===== src/rtl/ep2_cmd_sequencer_if.sv =====
// EP2 command sequencer bus bundle: OUT buffer read port, I2C wishbone
// master and EP IN response port. master = sequencer side.
interface ep2_cmd_sequencer_if;
  logic       buf_out_hasdata;
  logic [7:0] buf_out_q;
  logic [9:0] buf_out_len;
  logic [8:0] buf_out_addr;
  logic       buf_out_arm;
  logic       buf_out_arm_ack;

  logic [2:0] wb_adr_o;
  logic [7:0] wb_dat_o;
  logic       wb_we_o;
  logic       wb_stb_o;
  logic [7:0] wb_dat_i;
  logic       wb_ack_i;

  logic [8:0] usb_in_addr;
  logic [7:0] usb_in_data;
  logic       usb_in_wren;
  logic       usb_in_commit;
  logic [9:0] usb_in_commit_len;
  logic       usb_in_ready;
  logic       usb_in_commit_ack;

  modport master (
    input  buf_out_hasdata, buf_out_q, buf_out_len,
    output buf_out_addr, buf_out_arm,
    input  buf_out_arm_ack,
    output wb_adr_o, wb_dat_o, wb_we_o, wb_stb_o,
    input  wb_dat_i, wb_ack_i,
    output usb_in_addr, usb_in_data, usb_in_wren,
    output usb_in_commit, usb_in_commit_len,
    input  usb_in_ready, usb_in_commit_ack
  );

  modport slave (
    output buf_out_hasdata, buf_out_q, buf_out_len,
    input  buf_out_addr, buf_out_arm,
    output buf_out_arm_ack,
    input  wb_adr_o, wb_dat_o, wb_we_o, wb_stb_o,
    output wb_dat_i, wb_ack_i,
    input  usb_in_addr, usb_in_data, usb_in_wren,
    input  usb_in_commit, usb_in_commit_len,
    output usb_in_ready, usb_in_commit_ack
  );
endinterface


===== src/rtl/ep2_cmd_sequencer.sv =====
// EP2 OUT {addr,data} command interpreter driving I2C wishbone and EP IN.
// Optional: define CMD_STATUS_EN to enable the addr 10 status read.
module ep2_cmd_sequencer #(
  parameter int RD_LAT     = 4,
  parameter int WB_TIMEOUT = 1024
) (
  input  logic                clk,
  input  logic                reset_n,
  ep2_cmd_sequencer_if.master bus,
  output logic [7:0]          reset_ctrl,
  output logic [1:0]          insel,
  output logic [10:0]         isoc_commit_len
);
  localparam int CMAX = (WB_TIMEOUT > RD_LAT) ? WB_TIMEOUT : RD_LAT;
  localparam int CW = $clog2(CMAX + 1);
  localparam logic [CW-1:0] RD_LAST = CW'(RD_LAT - 1);
  localparam logic [CW-1:0] WB_LAST = CW'(WB_TIMEOUT - 1);

  typedef enum logic [2:0] {
    IDLE, FETCH_A, FETCH_D, EXEC,
    WB_WAIT, RELEASE, COMMIT, COMMIT_WAIT
  } state_t;

  state_t state_q, state_d;
  logic [CW-1:0] cnt_q, cnt_d;
  logic [8:0] pair_q, pair_d;
  logic [9:0] len_q, len_d;
  logic [7:0] cmd_a_q, cmd_a_d;
  logic [7:0] cmd_d_q, cmd_d_d;
  logic [8:0] buf_out_addr_q, buf_out_addr_d;
  logic       arm_q, arm_d;
  logic [2:0] wb_adr_q, wb_adr_d;
  logic [7:0] wb_dat_q, wb_dat_d;
  logic       wb_we_q, wb_we_d;
  logic       wb_stb_q, wb_stb_d;
  logic [8:0] in_addr_q, in_addr_d;
  logic [7:0] in_data_q, in_data_d;
  logic       in_wren_q, in_wren_d;
  logic       commit_q, commit_d;
  logic [9:0] commit_len_q, commit_len_d;
  logic [9:0] resp_cnt_q, resp_cnt_d;
  logic [7:0] reset_ctrl_q, reset_ctrl_d;
  logic [1:0] insel_q, insel_d;
  logic [10:0] iso_q, iso_d;
  logic       unk_q, unk_d;
  logic       tmo_q, tmo_d;
  logic       ack_s1_q, ack_s2_q, ack_s3_q;

  logic       advance, resp_we, unk_set, tmo_set, sts_clr;
  logic [7:0] resp_byte;
  logic [8:0] pair_nx;

  assign pair_nx = pair_q + 9'd1;

  always_comb begin
    state_d        = state_q;
    cnt_d          = cnt_q;
    pair_d         = pair_q;
    len_d          = len_q;
    cmd_a_d        = cmd_a_q;
    cmd_d_d        = cmd_d_q;
    buf_out_addr_d = buf_out_addr_q;
    arm_d          = arm_q;
    wb_adr_d       = wb_adr_q;
    wb_dat_d       = wb_dat_q;
    wb_we_d        = wb_we_q;
    wb_stb_d       = wb_stb_q;
    in_addr_d      = in_addr_q;
    in_data_d      = in_data_q;
    in_wren_d      = 1'b0;
    commit_d       = commit_q;
    commit_len_d   = commit_len_q;
    resp_cnt_d     = resp_cnt_q;
    reset_ctrl_d   = reset_ctrl_q;
    insel_d        = insel_q;
    iso_d          = iso_q;
    advance        = 1'b0;
    resp_we        = 1'b0;
    resp_byte      = 8'h00;
    unk_set        = 1'b0;
    tmo_set        = 1'b0;
    sts_clr        = 1'b0;

    unique case (state_q)
      IDLE: begin
        if (bus.buf_out_hasdata) begin
          pair_d         = 9'd0;
          len_d          = bus.buf_out_len;
          resp_cnt_d     = 10'd0;
          buf_out_addr_d = 9'd0;
          cnt_d          = '0;
          if (bus.buf_out_len < 10'd2) begin
            arm_d   = 1'b1;
            state_d = RELEASE;
          end else begin
            state_d = FETCH_A;
          end
        end
      end
      FETCH_A: begin
        if (cnt_q == RD_LAST) begin
          cmd_a_d        = bus.buf_out_q;
          buf_out_addr_d = {pair_q[7:0], 1'b1};
          cnt_d          = '0;
          state_d        = FETCH_D;
        end else begin
          cnt_d = cnt_q + 1'b1;
        end
      end
      FETCH_D: begin
        if (cnt_q == RD_LAST) begin
          cmd_d_d = bus.buf_out_q;
          cnt_d   = '0;
          state_d = EXEC;
        end else begin
          cnt_d = cnt_q + 1'b1;
        end
      end
      EXEC: begin
        unique case (1'b1)
          (cmd_a_q <= 8'd4): begin
            wb_stb_d = 1'b1;
            wb_we_d  = 1'b1;
            wb_adr_d = cmd_a_q[2:0];
            wb_dat_d = cmd_d_q;
            cnt_d    = '0;
            state_d  = WB_WAIT;
          end
          (cmd_a_q == 8'd5): begin
            wb_stb_d = 1'b1;
            wb_we_d  = 1'b0;
            wb_adr_d = cmd_d_q[2:0];
            cnt_d    = '0;
            state_d  = WB_WAIT;
          end
          (cmd_a_q == 8'd6): begin
            reset_ctrl_d = cmd_d_q;
            advance      = 1'b1;
          end
          (cmd_a_q == 8'd7): begin
            insel_d = cmd_d_q[1:0];
            advance = 1'b1;
          end
          (cmd_a_q == 8'd8): begin
            iso_d[10:8] = cmd_d_q[2:0];
            advance     = 1'b1;
          end
          (cmd_a_q == 8'd9): begin
            iso_d[7:0] = cmd_d_q;
            advance    = 1'b1;
          end
`ifdef CMD_STATUS_EN
          (cmd_a_q == 8'd10): begin
            resp_we   = 1'b1;
            resp_byte = {tmo_q, unk_q, 6'd0};
            sts_clr   = 1'b1;
            advance   = 1'b1;
          end
`endif
          default: begin
            unk_set = 1'b1;
            advance = 1'b1;
          end
        endcase
      end
      WB_WAIT: begin
        if (bus.wb_ack_i) begin
          wb_stb_d  = 1'b0;
          wb_we_d   = 1'b0;
          resp_we   = ~wb_we_q;
          resp_byte = bus.wb_dat_i;
          advance   = 1'b1;
        end else if (cnt_q == WB_LAST) begin
          wb_stb_d  = 1'b0;
          wb_we_d   = 1'b0;
          tmo_set   = 1'b1;
          resp_we   = ~wb_we_q;
          resp_byte = 8'hEE;
          advance   = 1'b1;
        end else begin
          cnt_d = cnt_q + 1'b1;
        end
      end
      RELEASE: begin
        if (ack_s2_q && !ack_s3_q) begin
          arm_d   = 1'b0;
          state_d = (resp_cnt_q == 10'd0) ? IDLE : COMMIT;
        end
      end
      COMMIT: begin
        if (bus.usb_in_ready) begin
          commit_d     = 1'b1;
          commit_len_d = resp_cnt_q;
          state_d      = COMMIT_WAIT;
        end
      end
      COMMIT_WAIT: begin
        if (bus.usb_in_commit_ack) begin
          commit_d = 1'b0;
          state_d  = IDLE;
        end
      end
      default: state_d = IDLE;
    endcase

    if (resp_we) begin
      in_wren_d  = 1'b1;
      in_addr_d  = resp_cnt_q[8:0];
      in_data_d  = resp_byte;
      resp_cnt_d = resp_cnt_q + 10'd1;
    end

    // Next pair exists only if both of its bytes lie inside the packet.
    if (advance) begin
      if ({pair_nx, 1'b1} < len_q) begin
        pair_d         = pair_nx;
        buf_out_addr_d = {pair_nx[7:0], 1'b0};
        cnt_d          = '0;
        state_d        = FETCH_A;
      end else begin
        arm_d   = 1'b1;
        state_d = RELEASE;
      end
    end

    unk_d = (unk_q & ~sts_clr) | unk_set;
    tmo_d = (tmo_q & ~sts_clr) | tmo_set;
  end

  always_ff @(posedge clk) begin
    if (!reset_n) begin
      state_q        <= IDLE;
      cnt_q          <= '0;
      pair_q         <= 9'd0;
      len_q          <= 10'd0;
      cmd_a_q        <= 8'd0;
      cmd_d_q        <= 8'd0;
      buf_out_addr_q <= 9'd0;
      arm_q          <= 1'b0;
      wb_adr_q       <= 3'd0;
      wb_dat_q       <= 8'd0;
      wb_we_q        <= 1'b0;
      wb_stb_q       <= 1'b0;
      in_addr_q      <= 9'd0;
      in_data_q      <= 8'd0;
      in_wren_q      <= 1'b0;
      commit_q       <= 1'b0;
      commit_len_q   <= 10'd0;
      resp_cnt_q     <= 10'd0;
      reset_ctrl_q   <= 8'hF3;
      insel_q        <= 2'd0;
      iso_q          <= 11'd512;
      unk_q          <= 1'b0;
      tmo_q          <= 1'b0;
      ack_s1_q       <= 1'b0;
      ack_s2_q       <= 1'b0;
      ack_s3_q       <= 1'b0;
    end else begin
      state_q        <= state_d;
      cnt_q          <= cnt_d;
      pair_q         <= pair_d;
      len_q          <= len_d;
      cmd_a_q        <= cmd_a_d;
      cmd_d_q        <= cmd_d_d;
      buf_out_addr_q <= buf_out_addr_d;
      arm_q          <= arm_d;
      wb_adr_q       <= wb_adr_d;
      wb_dat_q       <= wb_dat_d;
      wb_we_q        <= wb_we_d;
      wb_stb_q       <= wb_stb_d;
      in_addr_q      <= in_addr_d;
      in_data_q      <= in_data_d;
      in_wren_q      <= in_wren_d;
      commit_q       <= commit_d;
      commit_len_q   <= commit_len_d;
      resp_cnt_q     <= resp_cnt_d;
      reset_ctrl_q   <= reset_ctrl_d;
      insel_q        <= insel_d;
      iso_q          <= iso_d;
      unk_q          <= unk_d;
      tmo_q          <= tmo_d;
      ack_s1_q       <= bus.buf_out_arm_ack;
      ack_s2_q       <= ack_s1_q;
      ack_s3_q       <= ack_s2_q;
    end
  end

  assign bus.buf_out_addr      = buf_out_addr_q;
  assign bus.buf_out_arm       = arm_q;
  assign bus.wb_adr_o          = wb_adr_q;
  assign bus.wb_dat_o          = wb_dat_q;
  assign bus.wb_we_o           = wb_we_q;
  assign bus.wb_stb_o          = wb_stb_q;
  assign bus.usb_in_addr       = in_addr_q;
  assign bus.usb_in_data       = in_data_q;
  assign bus.usb_in_wren       = in_wren_q;
  assign bus.usb_in_commit     = commit_q;
  assign bus.usb_in_commit_len = commit_len_q;
  assign reset_ctrl            = reset_ctrl_q;
  assign insel                 = insel_q;
  assign isoc_commit_len       = iso_q;
endmodule


===== src/flat_wrapper.sv =====
// flat-port wrapper written by rule: the top's interface ports become plain ports
module ep2_cmd_sequencer_flat 
#(
  parameter int RD_LAT     = 4,
  parameter int WB_TIMEOUT = 1024
)
  (clk, reset_n, reset_ctrl, insel, isoc_commit_len, bus_buf_out_hasdata, bus_buf_out_q, bus_buf_out_len, bus_buf_out_addr, bus_buf_out_arm, bus_buf_out_arm_ack, bus_wb_adr_o, bus_wb_dat_o, bus_wb_we_o, bus_wb_stb_o, bus_wb_dat_i, bus_wb_ack_i, bus_usb_in_addr, bus_usb_in_data, bus_usb_in_wren, bus_usb_in_commit, bus_usb_in_commit_len, bus_usb_in_ready, bus_usb_in_commit_ack);
  ep2_cmd_sequencer_if bus_i ();
  input  logic clk;
  input  logic reset_n;
  output logic [7:0] reset_ctrl;
  output logic [1:0] insel;
  output logic [10:0] isoc_commit_len;
  input wire logic [$bits(bus_i.buf_out_hasdata)-1:0] bus_buf_out_hasdata;
  input wire logic [$bits(bus_i.buf_out_q)-1:0] bus_buf_out_q;
  input wire logic [$bits(bus_i.buf_out_len)-1:0] bus_buf_out_len;
  output wire logic [$bits(bus_i.buf_out_addr)-1:0] bus_buf_out_addr;
  output wire logic [$bits(bus_i.buf_out_arm)-1:0] bus_buf_out_arm;
  input wire logic [$bits(bus_i.buf_out_arm_ack)-1:0] bus_buf_out_arm_ack;
  output wire logic [$bits(bus_i.wb_adr_o)-1:0] bus_wb_adr_o;
  output wire logic [$bits(bus_i.wb_dat_o)-1:0] bus_wb_dat_o;
  output wire logic [$bits(bus_i.wb_we_o)-1:0] bus_wb_we_o;
  output wire logic [$bits(bus_i.wb_stb_o)-1:0] bus_wb_stb_o;
  input wire logic [$bits(bus_i.wb_dat_i)-1:0] bus_wb_dat_i;
  input wire logic [$bits(bus_i.wb_ack_i)-1:0] bus_wb_ack_i;
  output wire logic [$bits(bus_i.usb_in_addr)-1:0] bus_usb_in_addr;
  output wire logic [$bits(bus_i.usb_in_data)-1:0] bus_usb_in_data;
  output wire logic [$bits(bus_i.usb_in_wren)-1:0] bus_usb_in_wren;
  output wire logic [$bits(bus_i.usb_in_commit)-1:0] bus_usb_in_commit;
  output wire logic [$bits(bus_i.usb_in_commit_len)-1:0] bus_usb_in_commit_len;
  input wire logic [$bits(bus_i.usb_in_ready)-1:0] bus_usb_in_ready;
  input wire logic [$bits(bus_i.usb_in_commit_ack)-1:0] bus_usb_in_commit_ack;
  assign bus_i.buf_out_hasdata = bus_buf_out_hasdata;
  assign bus_i.buf_out_q = bus_buf_out_q;
  assign bus_i.buf_out_len = bus_buf_out_len;
  assign bus_buf_out_addr = bus_i.buf_out_addr;
  assign bus_buf_out_arm = bus_i.buf_out_arm;
  assign bus_i.buf_out_arm_ack = bus_buf_out_arm_ack;
  assign bus_wb_adr_o = bus_i.wb_adr_o;
  assign bus_wb_dat_o = bus_i.wb_dat_o;
  assign bus_wb_we_o = bus_i.wb_we_o;
  assign bus_wb_stb_o = bus_i.wb_stb_o;
  assign bus_i.wb_dat_i = bus_wb_dat_i;
  assign bus_i.wb_ack_i = bus_wb_ack_i;
  assign bus_usb_in_addr = bus_i.usb_in_addr;
  assign bus_usb_in_data = bus_i.usb_in_data;
  assign bus_usb_in_wren = bus_i.usb_in_wren;
  assign bus_usb_in_commit = bus_i.usb_in_commit;
  assign bus_usb_in_commit_len = bus_i.usb_in_commit_len;
  assign bus_i.usb_in_ready = bus_usb_in_ready;
  assign bus_i.usb_in_commit_ack = bus_usb_in_commit_ack;
  ep2_cmd_sequencer #(.RD_LAT(RD_LAT), .WB_TIMEOUT(WB_TIMEOUT)) u_core (.clk(clk), .reset_n(reset_n), .bus(bus_i), .reset_ctrl(reset_ctrl), .insel(insel), .isoc_commit_len(isoc_commit_len));
endmodule

===== config.mk =====
export PLATFORM = sky130hd
export DESIGN_NAME = ep2_cmd_sequencer_flat
export DESIGN_NICKNAME = d
export VERILOG_FILES = /design/src/rtl/ep2_cmd_sequencer_if.sv /design/src/rtl/ep2_cmd_sequencer.sv /design/src/flat_wrapper.sv
export SDC_FILE = /design/constraint.sdc
export NUM_CORES = 1
export LEC_CHECK = 0
export BUFFER_PORTS_ARGS = -buffer_cell sky130_fd_sc_hd__buf_2
export CAP_MARGIN = 20
export CORE_UTILIZATION = 50
export DETAILED_ROUTE_END_ITERATION = 10
export PLACE_DENSITY = 0.77
export SETUP_SLACK_MARGIN = 0.2
export SLEW_MARGIN = 30
export SYNTH_ARGS = -nofsm -noshare
export SYNTH_HDL_FRONTEND = slang
export SYNTH_SLANG_ARGS = --single-unit
export TNS_END_PERCENT = 30

===== constraint.sdc =====
create_clock -name clk -period 2.45 [get_ports clk]
set_input_delay 0.1225 -clock clk [delete_from_list [all_inputs] [get_ports clk]]
set_output_delay 0.1225 -clock clk [all_outputs]
set_load 0.01 [all_outputs]

==> Yosys cells after proc, flatten, opt, wreduce, memory -nomap -nowiden <==
Cells that the tools add are included.
{ "totals": {"word_cells": 144, "output_inout_bits": 73, "reg_bits": 135} }
{ "op_classes": {"eq_ne": 26, "add_sub_neg": 3, "n_lt_le_gt_ge": 3, "n_reduce_logical": 27, "muxes": 59, "n_bitwise": 1} }
{ "op_table": {"columns": ["op", "n"], "rows": [
  ["$mux W11", 7],
  ["$mux W9", 8],
  ["$pmux W11 S4", 1],
  ["$mux W3", 11],
  ["$mux W10", 3],
  ["$eq A8 B3 Y1 const B", 3],
  ["$mux W8", 3],
  ["$reduce_and A2 Y1", 11],
  ["$pmux W3 S7", 1],
  ["$pmux W9 S2", 1],
  ["$mux W1", 17],
  ["$eq A8 B4 Y1 const B", 2],
  ["$ne A3 B2 Y1 const B", 5],
  ["$eq A3 B3 Y1 const B", 4],
  ["$ne A3 B1 Y1 const B", 4],
  ["$pmux W1 S2", 6],
  ["$add A11 B1 Y11 const B", 1],
  ["$eq A11 B10 Y1 const B", 1],
  ["$eq A11 B2 Y1 const B", 1],
  ["$add A10 B1 Y10 const B", 1],
  ["$logic_not A10 Y1", 1],
  ["$lt A10 B10 Y1", 1],
  ["$lt A10 B2 Y1 const B", 1],
  ["$reduce_bool A2 Y1", 5],
  ["other kinds (14)", 20]
]} }

==> Logic depth before layout (Yosys ltp) <==
{ "depth": {"ltp_word": 6, "ltp_mapped": 14, "ltp_nobuf": 12} }

==> Worst setup path after synthesis <==
No wires, ideal clock.
{ "synth_path": {"path_kind": "register to register", "startpoint": "register u_core.pair_q[2]", "endpoint": "register u_core.pair_q[6]", "path_stages_with_launch": 15, "arrival_time_ns": 2.475, "path_slack_ns": -0.140, "required_ns": 2.335, "path_buffers": 2, "path_cell_list": "dfxtp_1 and2_1 and3_1 nand2_1 xor2_1 inv_1 ha_1 a21oi_1 o21a_1 o31ai_1 or3_1 buf_2 buf_6 mux2i_1 and2_1"} }
{ "synth_via": {"elab_chain_cells": 4} }
{ "synth_rtl": {"columns": ["element", "line_no", "source"], "rows": [
  ["start, declared", "ep2_cmd_sequencer.sv:26", "logic [8:0] pair_q, pair_d;"],
  ["start signal, assigned", "ep2_cmd_sequencer.sv:261", "pair_q <= pair_d;"],
  ["$add A9 B1 Y9 (*)", "ep2_cmd_sequencer.sv:53", "assign pair_nx = pair_q + 9'd1;"],
  ["$lt A10 B10 Y1", "ep2_cmd_sequencer.sv:215", "if ({pair_nx, 1'b1} < len_q) begin"],
  ["$mux W9 (*)", "ep2_cmd_sequencer.sv:215", null],
  ["$mux W9 (*)", "ep2_cmd_sequencer.sv:214", "if (advance) begin"]
]} }
Every way passes the cells marked *; elsewhere a longest branch is shown, timed or not.
A chain may end at the register's enable or synchronous reset.

==> Worst setup path in the final report <==
{ "layout_path": {"startpoint": "register u_core.pair_q[3]", "endpoint": "register u_core.buf_out_addr_q[5], in the netlist u_core.bus.buf_out_addr[5]"} }
{ "layout_via": {"elab_chain_cells": 4} }
{ "layout_rtl": {"columns": ["element", "line_no", "source"], "rows": [
  ["$add A9 B1 Y9 (*)", "ep2_cmd_sequencer.sv:53", null],
  ["$lt A10 B10 Y1", "ep2_cmd_sequencer.sv:215", null],
  ["$mux W9 (*)", "ep2_cmd_sequencer.sv:215", null],
  ["$mux W9 (*)", "ep2_cmd_sequencer.sv:214", null],
  ["end signal, assigned", "ep2_cmd_sequencer.sv:265", "buf_out_addr_q <= buf_out_addr_d;"],
  ["end, declared", "ep2_cmd_sequencer.sv:30", "logic [8:0] buf_out_addr_q, buf_out_addr_d;"]
]} }
Marks and branches as above.

==> results.md <==
- Core Region: 12100 um^2
- Critical Path Max Stage Delay: 0.33 ns
- Final ANT Viol Nets: 0
- Row cnt: 40
- Share of layout cells above drive strength 1: 25.6%
- Met1 wire length: 7330 um
- Via count: 5783
- Synth top area cells: dfxtp_1 43%, nand2_1 7.2%, mux2i_1 6.6%
- Hold Vio Cnt, Final: 0
- Setup-failing EPs final: 31
- Commonest non-fill, non-tap cells in the layout: 132 x dfxtp_1, 118 x nand2_1, 104 x buf_2, 51 x a21boi_0, 45 x buf_4
- Global-route wire length before repair: 26300 um
- Leak Pwr: 3.46 nW
- Yosys top cell by area: dfxtp_1
- Worst skew pair latency: 0.42 ns
- Fin crit share: 113%
- Area delta synth->final: 31.2%
- Worst-Margin Slew: 0.476 ns
- Max-slew violation count: 0
- Most common cell on crit path: nand4_1
- RR Endpoint: u_core.bus.buf_out_addr[5]
- Syn_nets: 765
- Status: finished, violations left
- Final Wtd Congestion: 0.870
- Reg-to-Reg Start: u_core.pair_q[3]
- DR WL met2: 8050 um
- Initial antenna violation count: 0
- CTS buffer count: 17
- Commonest non-fill, non-tap cell in the layout: dfxtp_1
- Unique masters post-synth: 57
- Synth Register Bits: 134
- FMAX: 362 MHz
- Design area: 8140 um^2
- Most used DFF post-synth: dfxtp_1
- Dpl cells: 988
- Die X: 113 um
- Vias in the first global route: 5492
- Part of the Yosys area used for sequential elements: 43.2%
- Max Used Layer: met4
- Pin count of the biggest net entering global routing: 124
- DP HPWL: 10800 um
- CP Capture Type: flip-flop
- GRT Util Overall: 25.6%
- Hold Path Origin: bus_wb_dat_i[0]
- RSZ-0062 raised after global routing: yes
- CP max-delay cell: dfxtp_2
- PnR worst setup slack: -0.315 ns
- Diodes inserted: 0
- Post-synthesis instance total: 720
- Max-cap viol count: 0
- Root buffer cell: clkbuf_16
- Post-Layout Cell Count: 1048
- GRT Residual Overflow: 0
- Total Wirelength: 16500 um
- VDD IR-drop max: 0.538 mV
- # DRC: 0
- Met3 WL: 810 um
- CP Cell Sequence: and2_4, and3_4, nand4_1, xor2_1, inv_1, ha_4, nand4_1, o31ai_4, buf_4, nor3_4, buf_6, a221o_1, and3_1
- PD cells: 704 nW/um^2
- Sink Count: 134
- TNS Setup: -6.31 ns
- Initial core utilization: 51.4%
- Ys Warns: 0
- Failing checks: negative setup slack
- Worst min path class: in2reg
- Drt first pass iters: 4
- Area after DPL: 7110 um^2
- Setup WS pre-CTS: -0.357 ns
- Crit Path Max Fanout: 6
- Required time of the critical path: 2.75 ns
- Startpoint types: flip-flop
- EDFF count, synth: 0
- Post-layout minimum cycle time: 2.76 ns
- WHS Path Cells: 3
- Final core occ: 67.5%
- Power, Total: 5.73 mW
- Max_slew headroom: 68.0%
- Flop2flop setup slack: -0.31 ns
- Ys async rst share: 0%
- CTS HTree Levels: 4
- R2R depth: 13
- Clk slew on worst S/H paths: 0.06 ns
- WS Path Type: reg2reg
- Hold_ws: 0.0145 ns
- # nets final: 912
- Port Buf Inserts: 104
- Die H: 113 um
- Io pins: 106
- Drt wl/cell: 15.8 um
- 1st-iter DRT viols: 415
- WHS Endpoint: u_core.bus.usb_in_data[0]
- Top-area cell type share of the netlist area: 43.2%
- TritonCTS clock tree: built
- CP Data Arrival Time: 3.07 ns
- Die area: 12900 um^2
- Post-DR vias/cell: 5.52
- CTS Buffer Depth: 2
- Mapped Area: 6200 um^2
- Mean post-synth cell area: 8.62 um^2
- Fin Clk Skew: 0.00915 ns
[synthesized netlist by cell type, drive strengths merged, types with 3 or more instances]
master	count
a221oi	3
and3	14
nand3b	12
buf	13
o21a	3
mux2i	41
a221o	6
nor3b	3
nand4	9
o211ai	5
xor2	6
inv	18
nor4	7
nor3	9
a31oi	7
nand2	119
a21o	3
o21ai	23
nand3	23
nor2	37
a21oi	32
o211a	6
and2	16
dfxtp	134
ha	12
nor2b	36
clkbuf	33
or2	3
nand4b	3
a21boi	51
or3	9
[routing by layer]
| layer | up-vias | GRT usage, % |
|---|---|---|
| met5 | - | 0 |
| met4 | 0 | 10.9 |
| met3 | 35 | 5.31 |
| met2 | 182 | 43.1 |
| met1 | 2770 | 32.0 |
| li1 | 2796 | - |
[repair_timing]
item,CTS,global route
endpoints found under the setup margin,31,63
endpoints found under the hold margin,25,0
resized for setup,17,13
hold buffers,18,0
gates cloned,1,0
pin swaps,9,4
buffers inserted,8,1
[logic make-up (layout without fill, tap and decap cells)]
logic type      Yosys count  after routing  synth area share (%)
compound gates          149            149                  16.4
xor+xnor                  8              8                  1.13
fa+ha+maj                12             12                  2.42
buf+inv                  64            224                  4.34
flops                   134            134                  43.2
mux                      42             42                  6.80
simple gates            311            311                  25.7
[report_power, final]
group	switching [mW]	total, mW	internal (mW)
Sequential	0.0396	2.28	2.24
Combinational	0.447	0.783	0.336
Clock	0.996	2.66	1.67
Total	1.48	5.73	4.24
[sequential cells by signal, indices dropped and copies added (netlist names), 9 cells and up]
register,flops
u_core.bus.buf_out_addr,9
u_core.bus.usb_in_commit_len,10
u_core.bus.usb_in_addr,9
u_core.len_q,9
u_core.isoc_commit_len,11
u_core.pair_q,9
u_core.resp_cnt_q,10
u_core.cnt_q,11
[worst max path at each step]
stage	from	to	slack [ns]	cells after the start
2_1_floorplan	u_core.pair_q[2]	u_core.pair_q[4]	-0.11	13
3_3_place_gp	u_core.pair_q[3]	u_core.cnt_q[5]	-0.19	12
3_5_place_dp	u_core.pair_q[3]	u_core.cnt_q[4]	-0.36	12
4_1_cts	u_core.pair_q[2]	u_core.bus.buf_out_addr[6]	-0.15	13
5_1_grt	u_core.pair_q[2]	u_core.bus.buf_out_addr[5]	-0.42	13
6_report	u_core.pair_q[3]	u_core.bus.buf_out_addr[5]	-0.31	13
[final cells by class]
cell class                 instances  area [um^2]
clock buffer                      19          453
sequential                       134         2690
timing repair buffer             174         1140
clock inverter                    13          173
tap                              168          210
multi-input combinational        522         3410
fill                             928         3920
inverter                          18         67.6
[worst max-delay path, delay by kind of cell (launching register included)]
| family | cells | cell delay, ns |
|---|---|---|
| AO/OA/AOI/OAI | 2 | 0.52 |
| XOR/XNOR | 1 | 0.26 |
| adder cells (fa/ha/maj) | 1 | 0.29 |
| buffers and inverters | 3 | 0.43 |
| flip-flops | 1 | 0.33 |
| AND/OR/NAND/NOR | 6 | 0.83 |
No activity file was read; power rests on OpenSTA's default activity.
